`config.mk`:
```
export PLATFORM = sky130hd
export DESIGN_NAME = match_engine
export DESIGN_NICKNAME = d
export VERILOG_FILES = /design/src/rtl/match_engine_pkg.sv /design/src/rtl/delay_timer.sv /design/src/rtl/match_engine.sv
export SDC_FILE = /design/constraint.sdc
export NUM_CORES = 1
export LEC_CHECK = 0
export BUFFER_PORTS_ARGS = -buffer_cell sky130_fd_sc_hd__buf_2
export CAP_MARGIN = 5
export CORE_MARGIN = 5
export CORE_UTILIZATION = 29
export CTS_BUF_LIST = sky130_fd_sc_hd__clkbuf_4 sky130_fd_sc_hd__clkbuf_8 sky130_fd_sc_hd__clkbuf_16
export DETAILED_ROUTE_END_ITERATION = 12
export GPL_TIMING_DRIVEN = 0
export PLACE_DENSITY_LB_ADDON = 0.1
export SLEW_MARGIN = 30
export SYNTH_ARGS = -nofsm -noshare
export SYNTH_HDL_FRONTEND = slang
export SYNTH_SLANG_ARGS = --single-unit
```
`constraint.sdc`:
```
create_clock -name clk -period 2.7 [get_ports clk]
set_input_delay 0.27 -clock clk [delete_from_list [all_inputs] [get_ports clk]]
set_output_delay 0.27 -clock clk [all_outputs]
set_load 0.03 [all_outputs]
```
`src/rtl/match_engine_pkg.sv`:
```
// rtl/match_engine_pkg.sv - shared card encodings, FSM state type and helpers for the match engine
package match_engine_pkg;

  localparam int DEF_CARD_ADDRESS_SIZE = 5;
  localparam int DEF_CARD_COLOR_SIZE   = 4;
  localparam int DEF_CARD_STATE_SIZE   = 2;

  localparam int CARD_HIDDEN  = 0;
  localparam int CARD_SHOWN   = 1;
  localparam int CARD_MATCHED = 2;

  typedef enum logic [3:0] {
    IDLE,
    WAIT_FIRST,
    READ_FIRST,
    CHECK_FIRST,
    WAIT_SECOND,
    READ_SECOND,
    CHECK_SECOND,
    MATCH_W1,
    MATCH_W2,
    SHOW_DELAY,
    HIDE_W1,
    HIDE_W2,
    DONE
  } state_t;

  function automatic logic [1:0] next_player(input logic [1:0] cur, input int num_players);
    return (cur == 2'(num_players - 1)) ? 2'd0 : cur + 2'd1;
  endfunction

endpackage

```
`src/rtl/delay_timer.sv`:
```
// rtl/delay_timer.sv - loadable down-counter; done fires on the last cycle of the loaded interval
module delay_timer #(
  parameter int WIDTH = 26
) (
  input  logic             clk,
  input  logic             rst_n,
  input  logic             load,
  input  logic [WIDTH-1:0] load_value,
  input  logic             en,
  output logic             done
);

  logic [WIDTH-1:0] count;

  always_ff @(posedge clk or negedge rst_n) begin
    if (!rst_n) begin
      count <= '0;
    end else if (load) begin
      count <= load_value;
    end else if (en && count != '0) begin
      count <= count - WIDTH'(1);
    end
  end

  assign done = en && (count == WIDTH'(1));

endmodule

```
`src/rtl/match_engine.sv`:
```
// rtl/match_engine.sv - two-card memory game controller: reveals, matches or hides card pairs and keeps score
module match_engine
  import match_engine_pkg::*;
#(
  parameter int NUM_PLAYERS       = 2,
  parameter int CARD_ADDRESS_SIZE = DEF_CARD_ADDRESS_SIZE,
  parameter int CARD_COLOR_SIZE   = DEF_CARD_COLOR_SIZE,
  parameter int CARD_STATE_SIZE   = DEF_CARD_STATE_SIZE,
  parameter int SCORE_SIZE        = 5,
  parameter int HIDE_DELAY        = 65000000
) (
  input  logic                                       clk,
  input  logic                                       rst,
  input  logic                                       start,
  input  logic [CARD_ADDRESS_SIZE:0]                 num_of_cards,
  input  logic                                       card_pressed,
  input  logic [CARD_ADDRESS_SIZE-1:0]               card_clicked_address,
  output logic [CARD_ADDRESS_SIZE-1:0]               rd_address,
  input  logic [CARD_COLOR_SIZE+CARD_STATE_SIZE-1:0] rd_data,
  output logic                                       wr_en,
  output logic [CARD_ADDRESS_SIZE-1:0]               wr_address,
  output logic [CARD_STATE_SIZE-1:0]                 wr_state,
  output logic                                       wait_for_click_en,
  output logic [1:0]                                 current_player,
  output logic [NUM_PLAYERS*SCORE_SIZE-1:0]          scores,
  output logic [CARD_ADDRESS_SIZE-1:0]               pairs_left,
  output logic                                       game_over
);

  localparam int TIMER_W = $clog2(HIDE_DELAY + 1);
  localparam logic [CARD_STATE_SIZE-1:0] ST_HIDDEN  = CARD_STATE_SIZE'(CARD_HIDDEN);
  localparam logic [CARD_STATE_SIZE-1:0] ST_SHOWN   = CARD_STATE_SIZE'(CARD_SHOWN);
  localparam logic [CARD_STATE_SIZE-1:0] ST_MATCHED = CARD_STATE_SIZE'(CARD_MATCHED);

  state_t state_q, state_d;

  logic [CARD_ADDRESS_SIZE-1:0] first_addr;
  logic [CARD_COLOR_SIZE-1:0]   first_color;
  logic [SCORE_SIZE-1:0]        score_q [NUM_PLAYERS];
  logic [CARD_COLOR_SIZE-1:0]   rd_color;
  logic [CARD_STATE_SIZE-1:0]   rd_state;
  logic [CARD_ADDRESS_SIZE-1:0] start_pairs;
  logic                         in_wait;
  logic                         timer_load;
  logic                         timer_done;
  logic                         unused_ok;

  assign {rd_color, rd_state} = rd_data;
  assign start_pairs = num_of_cards[CARD_ADDRESS_SIZE:1];
  assign unused_ok   = num_of_cards[0];
  assign in_wait     = (state_q == WAIT_FIRST) || (state_q == WAIT_SECOND);

  assign wait_for_click_en = in_wait;
  assign game_over         = (state_q == DONE);

  always_ff @(posedge clk or negedge rst) begin
    if (!rst) begin
      state_q <= IDLE;
    end else begin
      state_q <= state_d;
    end
  end

  always_comb begin
    state_d    = state_q;
    wr_en      = 1'b0;
    wr_address = '0;
    wr_state   = '0;
    timer_load = 1'b0;
    case (state_q)
      WAIT_FIRST:  if (card_pressed) state_d = READ_FIRST;
      READ_FIRST:  state_d = CHECK_FIRST;
      CHECK_FIRST: begin
        if (rd_state != ST_HIDDEN) begin
          state_d = WAIT_FIRST;
        end else begin
          wr_en      = 1'b1;
          wr_address = rd_address;
          wr_state   = ST_SHOWN;
          state_d    = WAIT_SECOND;
        end
      end
      WAIT_SECOND: if (card_pressed) state_d = READ_SECOND;
      READ_SECOND: state_d = CHECK_SECOND;
      CHECK_SECOND: begin
        if (rd_address == first_addr || rd_state != ST_HIDDEN) begin
          state_d = WAIT_SECOND;
        end else begin
          wr_en      = 1'b1;
          wr_address = rd_address;
          wr_state   = ST_SHOWN;
          if (rd_color == first_color) begin
            state_d = MATCH_W1;
          end else begin
            timer_load = 1'b1;
            state_d    = SHOW_DELAY;
          end
        end
      end
      // rd_address still holds the second card until the next accepted click
      MATCH_W1: begin
        wr_en      = 1'b1;
        wr_address = first_addr;
        wr_state   = ST_MATCHED;
        state_d    = MATCH_W2;
      end
      MATCH_W2: begin
        wr_en      = 1'b1;
        wr_address = rd_address;
        wr_state   = ST_MATCHED;
        state_d    = (pairs_left <= CARD_ADDRESS_SIZE'(1)) ? DONE : WAIT_FIRST;
      end
      SHOW_DELAY:  if (timer_done) state_d = HIDE_W1;
      HIDE_W1: begin
        wr_en      = 1'b1;
        wr_address = first_addr;
        wr_state   = ST_HIDDEN;
        state_d    = HIDE_W2;
      end
      HIDE_W2: begin
        wr_en      = 1'b1;
        wr_address = rd_address;
        wr_state   = ST_HIDDEN;
        state_d    = WAIT_FIRST;
      end
      default: state_d = state_q;
    endcase
    if (start) begin
      state_d    = (start_pairs == '0) ? DONE : WAIT_FIRST;
      wr_en      = 1'b0;
      wr_address = '0;
      wr_state   = '0;
      timer_load = 1'b0;
    end
  end

  always_ff @(posedge clk or negedge rst) begin
    if (!rst) begin
      rd_address     <= '0;
      first_addr     <= '0;
      first_color    <= '0;
      pairs_left     <= '0;
      current_player <= 2'd0;
      for (int p = 0; p < NUM_PLAYERS; p++) score_q[p] <= '0;
    end else if (start) begin
      pairs_left     <= start_pairs;
      current_player <= 2'd0;
      for (int p = 0; p < NUM_PLAYERS; p++) score_q[p] <= '0;
    end else begin
      if (in_wait && card_pressed) rd_address <= card_clicked_address;
      if (state_q == CHECK_FIRST && rd_state == ST_HIDDEN) begin
        first_addr  <= rd_address;
        first_color <= rd_color;
      end
      if (state_q == MATCH_W2) begin
        if (pairs_left != '0) pairs_left <= pairs_left - CARD_ADDRESS_SIZE'(1);
        for (int p = 0; p < NUM_PLAYERS; p++) begin
          if (2'(p) == current_player && score_q[p] != '1) score_q[p] <= score_q[p] + SCORE_SIZE'(1);
        end
      end
      if (state_q == HIDE_W2) current_player <= next_player(current_player, NUM_PLAYERS);
    end
  end

  always_comb begin
    scores = '0;
    for (int p = 0; p < NUM_PLAYERS; p++) scores[p*SCORE_SIZE +: SCORE_SIZE] = score_q[p];
  end

  delay_timer #(
    .WIDTH(TIMER_W)
  ) u_delay_timer (
    .clk       (clk),
    .rst_n     (rst),
    .load      (timer_load),
    .load_value(TIMER_W'(HIDE_DELAY)),
    .en        (state_q == SHOW_DELAY),
    .done      (timer_done)
  );

endmodule

```
## Yosys cells after proc, flatten, opt, wreduce, memory -nomap -nowiden

Cells that the tools add are included.

- Flip-flop bits (word level): 61
- Bits of input ports: 21
- Output and inout bits: 32
- Logic and storage cells: 107

- Add/sub/neg operators: 5
- Order comparisons: 1
- Equality and inequality tests: 22
- Multiplexer cells: 38
- Bitwise logic cells: 1
- Reductions and logical operators: 31

Operators by type and width:

| cell | number |
|---|---|
| $mux 26 | 2 |
| $pmux 4 s11 | 1 |
| $mux 5 | 8 |
| $mux 4 | 8 |
| $eq 26x1->1 const B | 1 |
| $reduce_bool 26->1 | 1 |
| $sub 26x1->26 const B | 1 |
| $eq 4x4->1 const B | 5 |
| $mux 10 | 2 |
| $pmux 5 s4 | 1 |
| $eq 4x3->1 const B | 4 |
| $reduce_bool 2->1 | 7 |
| $reduce_bool 12->1 | 1 |
| $add 5x1->5 const B | 2 |
| $ne 5x5->1 const B | 2 |
| $reduce_and 2->1 | 5 |
| $mux 1 | 9 |
| $ne 3x3->1 const B | 3 |
| $eq 4x2->1 const B | 2 |
| $mux 2 | 4 |
| $logic_and 1x1->1 | 6 |
| $pmux 2 s3 | 1 |
| $reduce_or 2->1 | 3 |
| $eq 5x5->1 | 1 |
| other kinds (16) | 18 |

## Logic depth before layout (Yosys ltp)

- Depth after elaboration: 6
- Gate-level depth with buffers: 8
- Depth with buffers taken out: 7

## Hierarchy

From an unflattened synthesis, not the netlist that was laid out.

- Cell total of the unflattened synthesis: 414
- Area total of the unflattened synthesis: 3901.2 µm²

By module, submodules not included:

| module | times used | cells each | area each (µm²) | sequential area each (µm²) |
|---|---|---|---|---|
| match_engine | 1 | 239 | 2228.4 | 875.8 |
| delay_timer | 1 | 175 | 1672.9 | 650.6 |

## Least setup slack after synthesis

No wires, ideal clock.

- Path type: reg-to-reg
- Start: register state_q[2]
- End: register u_delay_timer.count[23]
- Setup time: 69 ps
- Data arrival time: 2238 ps
- Required time: 2631 ps
- Path slack: 394 ps
- Cell stages (with the launch flop): 8
- Buffers on the path: 0
- Period minus slack after synthesis: 2306 ps
- Path through: dfrtp_1 -> inv_1 -> ha_1 -> nand3b_4 -> or4_4 -> or4_4 -> or4_1 -> nand3_1

- Cells in the longest elaborated chain, start to end: 4
- Elaborated cells on any way between the ends: 7
- Classes of those cells: 2 x eq/ne; 3 x mux; 2 x reduce/logical

Ends and longest elaborated chain:

| what | line | source |
|---|---|---|
| from (decl) | match_engine.sv:35 | `state_t state_q, state_d;` |
| from (signal assigned) | match_engine.sv:60 | `state_q <= state_d;` |
| $eq 4x3->1 | match_engine.sv:70 | `case (state_q)` |
| $mux 1 | match_engine.sv:70 |  |
| $mux 1 | match_engine.sv:128 | `if (start) begin` |
| $mux 26 or $reduce_bool 2->1 (tied branches) | n/a |  |
| to (signal assigned) | delay_timer.sv:19 | `count <= load_value;` |
| to (signal assigned) | delay_timer.sv:21 | `count <= count - WIDTH'(1);` |
| to (decl) | delay_timer.sv:13 | `logic [WIDTH-1:0] count;` |

Parallel ways exist; a longest one is shown, timed or not.
A chain may end at the register's enable or synchronous reset.

## Final worst setup path

- Start: register state_q[3]
- End: output wr_address[0]

- Cells in the longest elaborated chain, start to end: 4
- Elaborated cells on any way between the ends: 10
- Classes of those cells: 6 x eq/ne; 2 x mux; 2 x reduce/logical

Ends and longest elaborated chain:

| what | line | source |
|---|---|---|
| $eq 4x4->1 or $eq 4x3->1 (tied branches) | match_engine.sv:70 |  |
| $reduce_or 2->1 (no source line) | n/a |  |
| $pmux 5 s4 * | match_engine.sv:70 |  |
| $mux 5 * | match_engine.sv:128 |  |
| to (decl) | match_engine.sv:21 | `output logic [CARD_ADDRESS_SIZE-1:0] wr_address,` |

Every way passes the cells marked *; elsewhere a longest branch is shown, timed or not.

==> run summary <==
Die Area -> 0.0151 mm^2
Placed Area -> 0.00419 mm^2
DR pass1 iterations -> 5
Critical path origin -> state_q[3]
crit path to -> wr_address[0]
largest net degree at the start of global routing -> 33
final slew viol count -> 0
Synth warnings -> 0
r2r worst-path depth -> 7
FMAX -> 398 MHz
Worst setup EP type -> output pin
worst hold path class -> in -> reg
Core ar. -> 0.0126 mm^2
Syn-to-layout area delta -> 23.3%
H-tree lvl count -> 3
Max VDD drop -> 0.395 mV
via/cell ratio -> 4.98
Net Sw Frac -> 37.0%
Post-DP HPWL -> 6680 um
Design Power -> 4.01 mW
CP bufs+invs -> 2
clk sinks -> 61
worst relative slew slack -> 43.4%
CTS tree -> done
n_diodes -> 0
GRT Total Usage -> 12.9%
leading area contributor after synthesis -> dfrtp_1
TNS Setup -> 0 ns
Reg power frac -> 34.0%
sequential share of the synthesized area -> 41.4%
post-synthesis instance area -> 0.00369 mm^2
Starting Density -> 29.4%
ys flop type -> dfrtp_1
DR DRC count -> 0
Synth Area per Inst -> 9.64 um^2
skew final -> 0.00454 ns
share of post-route cells with drive strength above 1 -> 24.6%
vias in the first global route -> 2983
FFs w/ async S/R, synth -> 100%
Crit Path Max Fanout -> 8
Buffers on Ports -> 50
post-synth net total -> 418
Post-synth EDFFs -> 0
Clock Path Buffers -> 2
total gr overflow -> 0
Skew-Pair Late Insertion Delay -> 0.32 ns
Slowest cell on crit path -> dfrtp_1
Max-Cap Viols -> 0
post-synth cell types -> 62
Syn Inst Count -> 383
Pleak -> 1.91 nW
Net Switching -> 1.49 mW
I/O Pins -> 53
CTS buffer count -> 9
R2R Path End -> u_delay_timer.count[23]
nets -> 482
clock share of power -> 30.8%
Worst-Margin Slew -> 0.842 ns
RSZ-0062 raised after global routing -> yes
1st-iter DRT viols -> 119
Worst setup SP type -> register
Synth area leaders -> dfrtp_1, xor2_1, mux2_2, ha_1, nand2_1
post-synth top area share -> 41.4%
final worst path period need -> 2.51 ns
Rows -> 41
die height -> 123 um
Max stage delay on crit path -> 0.42 ns
Critical Path Stages -> 8
drt total wl -> 9230 um
P_int -> 2.53 mW
Die X -> 123 um
fin area -> 0.00455 mm^2
routed wire length per instance -> 14.8 um
filler cell count -> 1316
Final ANT Viol Nets -> 0
first-pass GRT wire length -> 15200 um
crit path cell chain -> inv_1, ha_2, nand3b_1, nand2b_1, a21oi_4, o21ai_0, a21oi_1, buf_2
Synth Register Bits -> 61
pwr/cell area -> 881 mW/mm^2
Logic pwr share -> 35.2%
# setup viols final -> 0
global placer's final weighted congestion -> 0.803
Fin. Hold Viols -> 0
period utilisation layout -> 93.1%
outcome -> finished clean
root buf cell -> clkbuf_16
CP arrival -> 2.24 ns
critical path's top delay family -> compound AO/OA/AOI/OAI gates
CP required -> 2.43 ns
R2R Path Start -> state_q[2]
CP Class -> reg -> out
antenna violations before repair -> 0
r2r setup slk -> 0.24 ns
Clock transition at path regs -> 0.05 ns
detailed-route via count -> 3100
==> layout by cell type (no fill, tap or decap), types with 5 or more instances in the layout <==
cell,instances
xnor2_1,9
xor2_1,22
dfrtp_1,61
clkbuf_1,6
nand2b_1,5
a21oi_1,20
o21ai_0,11
nand3_1,14
nand4_1,5
o31ai_1,9
o21ai_1,12
ha_1,13
nand2_1,33
buf_2,50
inv_1,11
or3_1,6
clkbuf_16,9
mux2_2,16
or4_1,11
nor4_1,7
nor2_1,30
nor3_1,8
==> worst min-delay path by stage <==
stage / cells after the start / slack [ns] / to / startpoint
global placement: 3 / 0.50 / pairs_left[2] / num_of_cards[3]
CTS: 3 / 0.15 / pairs_left[2] / num_of_cards[3]
detailed placement: 1 / 0.24 / u_delay_timer.count[18] / rst
global route: 2 / 0.16 / rd_address[2] / card_clicked_address[2]
finish: 3 / 0.17 / pairs_left[2] / num_of_cards[3]
floorplan: 0 / -0.03 / current_player[0] / rst
==> layer usage <==
metal | GRT usage (%) | vias to the layer above | share of wire [%]
li1 | - | 1523 | -
met1 | 17.9 | 1510 | 48
met2 | 19.3 | 56 | 46
met3 | 3.04 | 11 | 3.5
met4 | 5.11 | 0 | 1.6
met5 | 0 | - | 0
==> repair_timing <==
action / in CTS / in global routing
hold endpoints to repair: 29 / 0
buffers inserted: 0 / 1
setup endpoints to repair: 6 / 20
resized for setup: 3 / 10
gates cloned: 0 / 0
hold buffers: 1 / 0
==> synthesized netlist by cell type (2+ instances only) <==
master and count:
mux2_2 16, or3b_1 2, or4_1 11, a211oi_1 4
nand2b_1 5, or2_2 2, nor3b_1 2, a21oi_1 21
xnor2_1 9, nand3b_1 2, dfrtp_1 61, nand4_1 5
or3_1 6, o31a_1 3, xor2_1 22, o21ai_1 12
mux2i_1 3, nor4_2 3, o211ai_1 4, and3_1 4
nor2b_1 2, ha_1 14, or4_4 3, nor2_1 30
or3_2 2, o21ai_0 11, nor4_1 8, nand3_1 14
o31ai_1 9, nor3_1 9, clkbuf_1 11, inv_1 11
nand2_1 33
==> through the flow <==
stage               cells  setup slack, ns  utilization, %  hold WS, ns
finish                623            0.186            36.2        0.167
global route          623          -0.0502            36.2        0.158
floorplan             383            0.394               -      -0.0256
global placement      605          -0.0135            33.1        0.498
CTS                   622          -0.0357            35.9        0.153
detailed placement    606           0.0127            33.3        0.237
==> state kept, by name, summed over array words and instances (netlist names) <==
register,cells
u_delay_timer.count,26
scores,10
first_addr,5
pairs_left,5
rd_address,5
first_color,4
state_q,4
current_player,2
==> tightest hold or removal path, stage by stage <==
cell	delay [ns]
buf_2	0.08
nand2_1	0.04
o21ai_1	0.06
==> cell families (layout without fill, tap and decap cells) <==
family	count (synthesis)	in the layout	share of synthesized area, %
buf+inv	25	93	2.88
compound gates	76	76	12.9
mux	20	20	6.00
flops	61	61	41.4
fa+ha+maj	14	14	4.75
xor+xnor	31	31	7.36
simple gates	156	156	24.7
==> power groups by stage <==
stage          Combinational (mW)  Sequential [mW]  Clock, mW
2_1_floorplan               0.945             1.44          0
3_3_place_gp                 1.38             1.37          0
3_5_place_dp                 1.39             1.38          0
4_1_cts                      1.40             1.37       1.27
5_1_grt                      1.58             1.41       1.31
6_report                     1.41             1.36       1.24
==> final cells by class <==
class | count | area [um^2] | share of cell area, %
Multi-Input combinational cell | 297 | 2090 | 46.0
Sequential cell | 61 | 1530 | 33.5
Timing Repair Buffer | 53 | 290 | 6.38
Clock buffer | 10 | 239 | 5.25
Tap cell | 172 | 215 | 4.73
Clock inverter | 5 | 75.1 | 1.65
Buffer | 14 | 72.6 | 1.59
Inverter | 11 | 41.3 | 0.907
No activity file was read; power rests on OpenSTA's default activity.
